`src/rtl/cohort_config_pkg.sv`:
```
// rtl/cohort_config_pkg.sv - shared types and register indices for the Cohort configuration interface
package cohort_config_pkg;

    typedef enum logic [1:0] {
        IDLE         = 2'd0,
        WAIT_QUIESCE = 2'd1,
        ACK          = 2'd2
    } cfg_resp_state_e;

    localparam int CTRL_IDX        = 0;
    localparam int CTRL_ENABLE_BIT = 0;

    // Register map agreed with the configuration unit.
    localparam int CFG_IDX_CTRL      = CTRL_IDX;
    localparam int CFG_IDX_SRC_BASE  = 1;
    localparam int CFG_IDX_DST_BASE  = 2;
    localparam int CFG_IDX_LENGTH    = 3;
    localparam int CFG_IDX_STRIDE    = 4;
    localparam int CFG_IDX_QUEUE_CFG = 5;
    localparam int CFG_IDX_USER0     = 6;
    localparam int CFG_IDX_USER1     = 7;

endpackage

```
`src/rtl/cohort_config_responder.sv`:
```
// rtl/cohort_config_responder.sv - commits configuration writes, deferring non-CTRL writes until the unit is idle
module cohort_config_responder
    import cohort_config_pkg::*;
#(
    parameter int DATA_W          = 64,
    parameter int NUM_REGS        = 8,
    parameter int ADDR_W          = 4,
    parameter int QUIESCE_TIMEOUT = 1024
) (
    input  logic                             clk_i,
    input  logic                             rst_i,
    input  logic                             cfg_valid_i,
    input  logic [ADDR_W-1:0]                cfg_addr_i,
    input  logic [DATA_W-1:0]                cfg_data_i,
    output logic                             cfg_ack_o,
    output logic                             cfg_err_o,
    input  logic                             unit_busy_i,
    output logic [NUM_REGS-1:0][DATA_W-1:0]  cfg_regs_o,
    output logic                             cfg_update_o,
    output logic [ADDR_W-1:0]                cfg_update_idx_o,
    output logic                             enable_o
);

    localparam int CNT_W = (QUIESCE_TIMEOUT > 1) ? $clog2(QUIESCE_TIMEOUT) : 1;

    cfg_resp_state_e    state_q;
    logic [CNT_W-1:0]   wait_cnt_q;
    logic               addr_ok;
    logic               is_ctrl;
    logic               commit;
    logic               timed_out;

    assign addr_ok   = 32'(cfg_addr_i) < NUM_REGS;
    assign is_ctrl   = 32'(cfg_addr_i) == CTRL_IDX;
    assign timed_out = wait_cnt_q == CNT_W'(QUIESCE_TIMEOUT - 1);

    // Address and data are used straight from the bus; the initiator holds them until ack.
    always_comb begin
        commit = 1'b0;
        case (state_q)
            IDLE:         commit = cfg_valid_i && addr_ok && (is_ctrl || !unit_busy_i);
            WAIT_QUIESCE: commit = !unit_busy_i;
            default:      commit = 1'b0;
        endcase
    end

    always_ff @(posedge clk_i) begin
        if (rst_i) begin
            cfg_regs_o <= '0;
        end else if (commit) begin
            for (int i = 0; i < NUM_REGS; i++) begin
                if (32'(cfg_addr_i) == i) begin
                    cfg_regs_o[i] <= cfg_data_i;
                end
            end
        end
    end

    always_ff @(posedge clk_i) begin
        if (rst_i) begin
            state_q          <= IDLE;
            wait_cnt_q       <= '0;
            cfg_ack_o        <= 1'b0;
            cfg_err_o        <= 1'b0;
            cfg_update_o     <= 1'b0;
            cfg_update_idx_o <= '0;
        end else begin
            cfg_ack_o    <= 1'b0;
            cfg_err_o    <= 1'b0;
            cfg_update_o <= 1'b0;
            if (commit) begin
                cfg_update_o     <= 1'b1;
                cfg_update_idx_o <= cfg_addr_i;
            end
            case (state_q)
                IDLE: begin
                    if (cfg_valid_i) begin
                        if (!addr_ok) begin
                            state_q   <= ACK;
                            cfg_ack_o <= 1'b1;
                            cfg_err_o <= 1'b1;
                        end else if (commit) begin
                            state_q   <= ACK;
                            cfg_ack_o <= 1'b1;
                        end else begin
                            state_q    <= WAIT_QUIESCE;
                            wait_cnt_q <= '0;
                        end
                    end
                end
                WAIT_QUIESCE: begin
                    // A busy drop on the final timeout cycle still commits.
                    if (commit) begin
                        state_q   <= ACK;
                        cfg_ack_o <= 1'b1;
                    end else if (timed_out) begin
                        state_q   <= ACK;
                        cfg_ack_o <= 1'b1;
                        cfg_err_o <= 1'b1;
                    end else begin
                        wait_cnt_q <= wait_cnt_q + 1'b1;
                    end
                end
                ACK: begin
                    state_q <= IDLE;
                end
                default: begin
                    state_q <= IDLE;
                end
            endcase
        end
    end

    assign enable_o = cfg_regs_o[CTRL_IDX][CTRL_ENABLE_BIT];

    held_request_stable: assert property (
        @(posedge clk_i) disable iff (rst_i)
        (state_q == WAIT_QUIESCE) |->
            (cfg_valid_i && $stable(cfg_addr_i) && $stable(cfg_data_i))
    );

endmodule

```
`config.mk`:
```
export PLATFORM = sky130hd
export DESIGN_NAME = cohort_config_responder
export DESIGN_NICKNAME = d
export VERILOG_FILES = /design/src/rtl/cohort_config_pkg.sv /design/src/rtl/cohort_config_responder.sv
export SDC_FILE = /design/constraint.sdc
export NUM_CORES = 1
export LEC_CHECK = 0
export ABC_CLOCK_PERIOD_IN_PS = 2400
export BUFFER_PORTS_ARGS = -buffer_cell sky130_fd_sc_hd__clkbuf_2
export CAP_MARGIN = 20
export CORE_AREA = 10 10 225 227
export CTS_CLUSTER_SIZE = 40
export DETAILED_ROUTE_END_ITERATION = 10
export DIE_AREA = 0 0 235 237
export GPL_ROUTABILITY_DRIVEN = 1
export PLACE_DENSITY = 0.67
export SYNTH_ARGS = -nofsm -noshare
export SYNTH_HDL_FRONTEND = slang
export SYNTH_SLANG_ARGS = --single-unit
export TNS_END_PERCENT = 1
```
`constraint.sdc`:
```
create_clock -name clk_i -period 2.4 [get_ports clk_i]
set_input_delay 0.24 -clock clk_i [delete_from_list [all_inputs] [get_ports clk_i]]
set_output_delay 0.24 -clock clk_i [all_outputs]
set_load 0.02 [all_outputs]
```
==> results.toml, run 1 <==
[final_layout]
multi_input_area_um2 = 7120
layout.nets = 2947
area_growth_pct = 24.4
fillers = 4372
drive_gt1_share_pct = 25.4
ff_latch_area_um2 = 10600
antenna_cells = 0

[synthesis]
synth_top_cells_by_count = "nand2_1, dfxtp_1, a21oi_1"
synth_top_area_share_pct = 55.2
ys_top_cells_by_area = "dfxtp_1, nand2_1, a21oi_1"
synthMostInstantiatedCell = "nand2_1"
synth-seq-cells = 531
avgSynthCellArea_um2 = 8.03
async_flop_share_pct = 0
synth_area_um2 = 19300
ys_warn_count = 0
synth-edff-count = 0
ys.flop_type = "dfxtp_1"
synth_nets = 2474
synth.distinct_cells = 44
synthCells = 2401
synth-seq-area-share_pct = 55.2
synth_top_cell_by_area = "dfxtp_1"

[flow_run]
cap_viol_max_count = 0

[timing]
hold_viol = 0
setup_violations = 0
relSlewSlack_pct = 52.3
rsz0062_at_grt = "no"
setup-tns-final_ns = 0
skew_ns = 0.0216
max_freq_ghz = 0.440
period_minus_slack_ns = 2.27
fin_crit_sh_pct = 94.6
drv_slew = 0
worst_slew_pin_slew_ns = 0.716

[worst_setup_path]
crit_arrival_ns = 2.78
path_max_fanout = 64
required_ns = 2.91
cp-start-kind = "register"
r2r-start = "state_q[1]"
ff2ff_path_depth = 6
end_kind = "register"
regToRegEndpoint = "cfg_regs_o[115]"
rrSetupSlack_ns = 0.13
worstSetupPathType = "register to register"

[hold_path]
min_to = "cfg_regs_o[452]"
hold_start = "cfg_data_i[4]"
hp-class = "input pin to register"
min_delay_path_depth = 3

[drt]
wl_met2_um = 34600
ant_nets = 0
drc_errors = 0
wl_met3_um = 6100
drt_iter0_drc = 1594
viasPerCell = 5.18
num_vias = 18200
avgRoutedWirePerCell_um = 20.6
wl_met1_um = 28700
top_layer = "met4"
firstDrtPassIters = 5
wl_um = 72700

[die]
die-area_um2 = 55700
initial_core_util_pct = 41.7
io_pins = 592
row_count = 79
die_h_um = 237
fp.coreArea_um2 = 46200
die_w_um = 235

[global_route]
grt_remaining_overflow = 0
grt_pass1_wl_um = 107000
antenna_found_initial = 0
first_global_vias = 17300
grt_use_total_pct = 24.5
grt_start_max_net_pins = 89

[power_and_ir_drop]
leakage_nw = 9.48
ir_worst_vdd_mv = 0.509
power_mw = 18.3
pwr_density_cell_nw_per_um2 = 761

[clocking]
cts_buffer_depth = 3
numCtsBuffers = 54
root_buffer = "clkbuf_16"
clkLatencyLatePin_ns = 0.59
clkSinkCount = 531
post_cts_buffers = 0
clk_transition_reported_paths_ns = 0.06
htree_levels = 2
cts_tree = "built"

[place]
portBuffers = 591
dp_hpwl_um = 50500
place.gp.congestion = 0.846

[run_status]
outcome = "completed"
-- worst max-delay path by stage --
stage                       start              end  slack (ns)  depth (start not counted)
floorplan              state_q[0]   cfg_regs_o[10]        0.48                          7
global route           state_q[1]  cfg_regs_o[115]       0.002                          6
finish                 state_q[1]  cfg_regs_o[115]        0.13                          6
CTS                    state_q[1]  cfg_regs_o[179]        0.14                          6
global placement    cfg_addr_i[3]  cfg_regs_o[139]        0.19                          7
detailed placement  cfg_addr_i[3]  cfg_regs_o[179]        0.12                          7
-- state kept, by name, indices dropped and copies added (netlist names) --
name,flops
cfg_regs_o,512
cfg_update_idx_o,4
state_q,2
cfg_err_o,1
wait_cnt_q,10
cfg_ack_o,1
cfg_update_o,1
-- cells by family after synthesis --
family,count (synthesis),synth area share (%)
adders and majority gates,1,0.0649
AOI/OAI and AO/OA,536,14.3
and+or+nand+nor,1084,21.8
muxes,4,0.208
buffers and inverters,239,8.14
DFF,531,55.2
xor gates and xnor gates,6,0.273
-- final cells by class --
cell class,count,share of cell area [%]
clock inverters,22,0.939
clock buffers,74,6.41
multi-input cells,1631,29.7
inverters,1,0.0157
well taps,607,3.17
flip-flops and latches,531,44.3
repair buffers,655,15.4
-- worst max-delay path: stages (launching register included) --
cell	delay, ns
dfxtp_1	0.37
or2_1	0.30
or4_1	0.59
nor3b_2	0.26
buf_12	0.32
nand2_1	0.16
a21oi_1	0.14
-- where the power goes --
part	internal (mW)	leakage, nW	total (mW)	switching (mW)
Clock	4.90	0.883	8.38	3.48
Combinational	0.237	4.32	0.918	0.680
Sequential	8.90	4.28	8.95	0.0538
-- placed cells by master, fill, tap and decap left out, types with 6 or more instances in the layout --
cell type      instances
clkbuf_2             590
buf_4                 29
dlygate4sd3_1         19
nand2_1             1029
dfxtp_1              531
xor2_1                 6
nand3b_1               6
clkbuf_1              10
a21oi_1              515
buf_12                16
nor2_1                19
clkinv_2              14
clkbuf_8               9
clkbuf_16             55
-- per-layer routing --
layer / track usage [%] / up-vias
met3: 6.25 / 160
li1: - / 8604
met5: 0 / -
met2: 40.3 / 878
met4: 12.0 / 0
met1: 29.4 / 8587
-- timing repair --
item / in CTS / in global routing
resized for setup: 0 / 1
endpoints found under the setup margin: 0 / 3
hold endpoints to repair: 84 / 0
hold buffers: 19 / 0
-- through the flow --
stage / instances / setup slack (ns) / hold WS [ns] / instance area, µm² / util, %
finish: 3521 / 0.129 / 0.0360 / 24000 / 51.9
global route: 3521 / 0.00199 / 0.0107 / 24000 / 51.9
CTS: 3521 / 0.143 / 0.000458 / 24000 / 51.9
detailed placement: 3406 / 0.122 / 0.446 / 22000 / 47.7
global placement: 3406 / 0.189 / 0.441 / 22000 / 47.7
floorplan: 2401 / 0.483 / 0.387 / 19300 / -
No activity file was read; power rests on OpenSTA's default activity.
==> inputs of run 2 (changes only) <==
--- a/config.mk
+++ b/config.mk
@@ -9,11 +9,13 @@
 export BUFFER_PORTS_ARGS = -buffer_cell sky130_fd_sc_hd__clkbuf_2
 export CAP_MARGIN = 20
 export CORE_AREA = 10 10 225 227
+export CTS_BUF_LIST = sky130_fd_sc_hd__clkbuf_2 sky130_fd_sc_hd__clkbuf_4 sky130_fd_sc_hd__clkbuf_8
 export CTS_CLUSTER_SIZE = 40
 export DETAILED_ROUTE_END_ITERATION = 10
 export DIE_AREA = 0 0 235 237
 export GPL_ROUTABILITY_DRIVEN = 1
-export PLACE_DENSITY = 0.67
+export PLACE_DENSITY = 0.65
+export SETUP_SLACK_MARGIN = 0.3
 export SYNTH_ARGS = -nofsm -noshare
 export SYNTH_HDL_FRONTEND = slang
 export SYNTH_SLANG_ARGS = --single-unit
==> run 2 against run 1 <==
Against the previous run:
- cell count is 3.6% higher
- worst hold slack better by 0.056 ns
- flip-flop and latch count stayed put
- first-iteration DRC count is 4.4% lower
- combinational power is 11% higher
- critical path depth is 3 higher
- sequential power hardly changed
- clock skew is 0.0049 ns lower
- global-route usage is 0.58 points higher
==> results.toml, run 2 (synthesis results as in run 1) <==
[place]
portBuffers = 591
place.gp.congestion = 0.820
dp_hpwl_um = 50000
placed_cell_area_um2 = 22100

[run_status]
outcome = "completed"

[drt]
viasPerCell = 5.13
drc_errors = 0
drt_iter0_drc = 1524
num_vias = 18700
wl_um = 74400
avgRoutedWirePerCell_um = 20.4
ant_nets = 0
firstDrtPassIters = 5

[power_and_ir_drop]
ir_worst_vdd_mv = 0.718
leakage_nw = 9.95
pwr_density_cell_nw_per_um2 = 742

[die]
die_h_um = 237
io_pins = 592
fp.coreArea_um2 = 46200
initial_core_util_pct = 41.7
die-area_um2 = 55700
die_w_um = 235
row_count = 79

[timing]
skew_ns = 0.0167
worst_slew_pin_slew_ns = 0.629
relSlewSlack_pct = 58.1
setup-tns-final_ns = 0
rsz0062_at_grt = "yes"
hold_viol = 0
drv_slew = 0
timing.hold.ws_ns = 0.0919
max_freq_ghz = 0.467
fin_crit_sh_pct = 89.1
period_minus_slack_ns = 2.14
setup_violations = 0

[worst_setup_path]
cp-start-kind = "input pin"
worstSetupPathType = "input pin to register"
crit_end = "cfg_regs_o[123]"
startpoint = "cfg_addr_i[3]"
rrSetupSlack_ns = 0.26
regToRegEndpoint = "cfg_regs_o[123]"
r2r-start = "state_q[1]"
required_ns = 2.97
path_max_fanout = 32
ff2ff_path_depth = 7
end_kind = "register"
crit_arrival_ns = 2.71

[global_route]
first_global_vias = 17800
grt_start_max_net_pins = 83
antenna_found_initial = 2
grt_use_total_pct = 25.1
grt_pass1_wl_um = 110000
grt_remaining_overflow = 0

[final_layout]
mostFrequentLayoutCells = "nand2_1, clkbuf_2, dfxtp_1"
final_common_cell = "nand2_1"
largest-register = "cfg_regs_o"
fillers = 4228
drive_gt1_share_pct = 27.3
fin_area_um2 = 24900
area_growth_pct = 29.2
layout.nets = 3046
reg_top3 = "cfg_regs_o x512, wait_cnt_q x10, cfg_update_idx_o x4"
largest_reg_flops = 512

[clocking]
root_buffer = "clkbuf_8"
clk_transition_reported_paths_ns = 0.06
clkSinkCount = 531
numCtsBuffers = 88
cts_buffer_depth = 3
cts_tree = "built"
htree_levels = 3
clkLatencyLatePin_ns = 0.65

[flow_run]
cap_viol_max_count = 0

[hold_path]
hold_start = "cfg_addr_i[0]"
hp-class = "input pin to register"
min_delay_path_depth = 4
## run 2: cell types whose count changed in the layout (fill, tap and decap cells not counted), moves of 10 or more
cell / change
clkbuf_4: +30
clkbuf_1: -10
clkbuf_16: -54
clkinv_2: -10
clkbuf_8: +109
dlygate4sd3_1: +51
## run 2: worst min-delay path by stage
stage | to
finish | cfg_update_idx_o[0]
floorplan | cfg_update_idx_o[2]
CTS | cfg_update_idx_o[0]
detailed placement | cfg_regs_o[120]
global route | cfg_update_idx_o[1]
global placement | cfg_regs_o[342]
## run 2: repair_timing
action / in CTS / in global routing
resized for setup: 4 / 13
buffers inserted: 1 / 5
cloned: 1 / 2
pin swaps: 1 / 4
endpoints found under the hold margin: 519 / 0
hold buffers: 70 / 0
endpoints found under the setup margin: 123 / 494
## run 2: through the flow
stage | instances | worst slack [ns] | utilization, % | power, mW
6_report | 3648 | 0.261 | 53.9 | 18.5
3_3_place_gp | 3411 | 0.159 | 47.9 | 10.0
2_1_floorplan | 2401 | 0.483 | - | 9.74
5_1_grt | 3648 | 0.188 | 53.9 | 19.1
3_5_place_dp | 3411 | 0.107 | 47.9 | 10.0
4_1_cts | 3639 | 0.265 | 53.7 | 18.6
## run 2: routing by layer
layer,global-route usage [%],wire [µm],part of all wire [%],vias up
met5,0,0,0,-
met4,12.1,2800,3.8,0
met3,7.05,6590,8.9,146
met2,41.1,35900,48,889
met1,29.8,29100,39,8832
li1,-,-,-,8832
## run 2: layout make-up
cell class	count	area, µm²	share of cell area, %
Antenna cell	2	5.00	0.0201
Clock buffer	148	1850	7.43
Clock inverter	8	72.6	0.292
Inverter	1	3.75	0.0151
Multi-Input combinational cell	1631	7160	28.8
Sequential cell	531	10600	42.7
Tap cell	607	759	3.05
Timing Repair Buffer	720	4410	17.7
## run 2: where the power goes
part           total [mW]  switching, mW  internal (mW)  leakage [nW]
sequential           8.95         0.0523           8.90          4.28
clock                8.51           3.58           4.93          1.02
combinational        1.02          0.707          0.309          4.65
## run 2: critical path, cell delays in order
cell and delay, ns:
dlygate4sd3_1 0.56, clkbuf_2 0.20, or2_4 0.29, or4_4 0.53, nor3b_4 0.24, buf_4 0.19, buf_12 0.22, nand2_1 0.08
a21oi_1 0.13
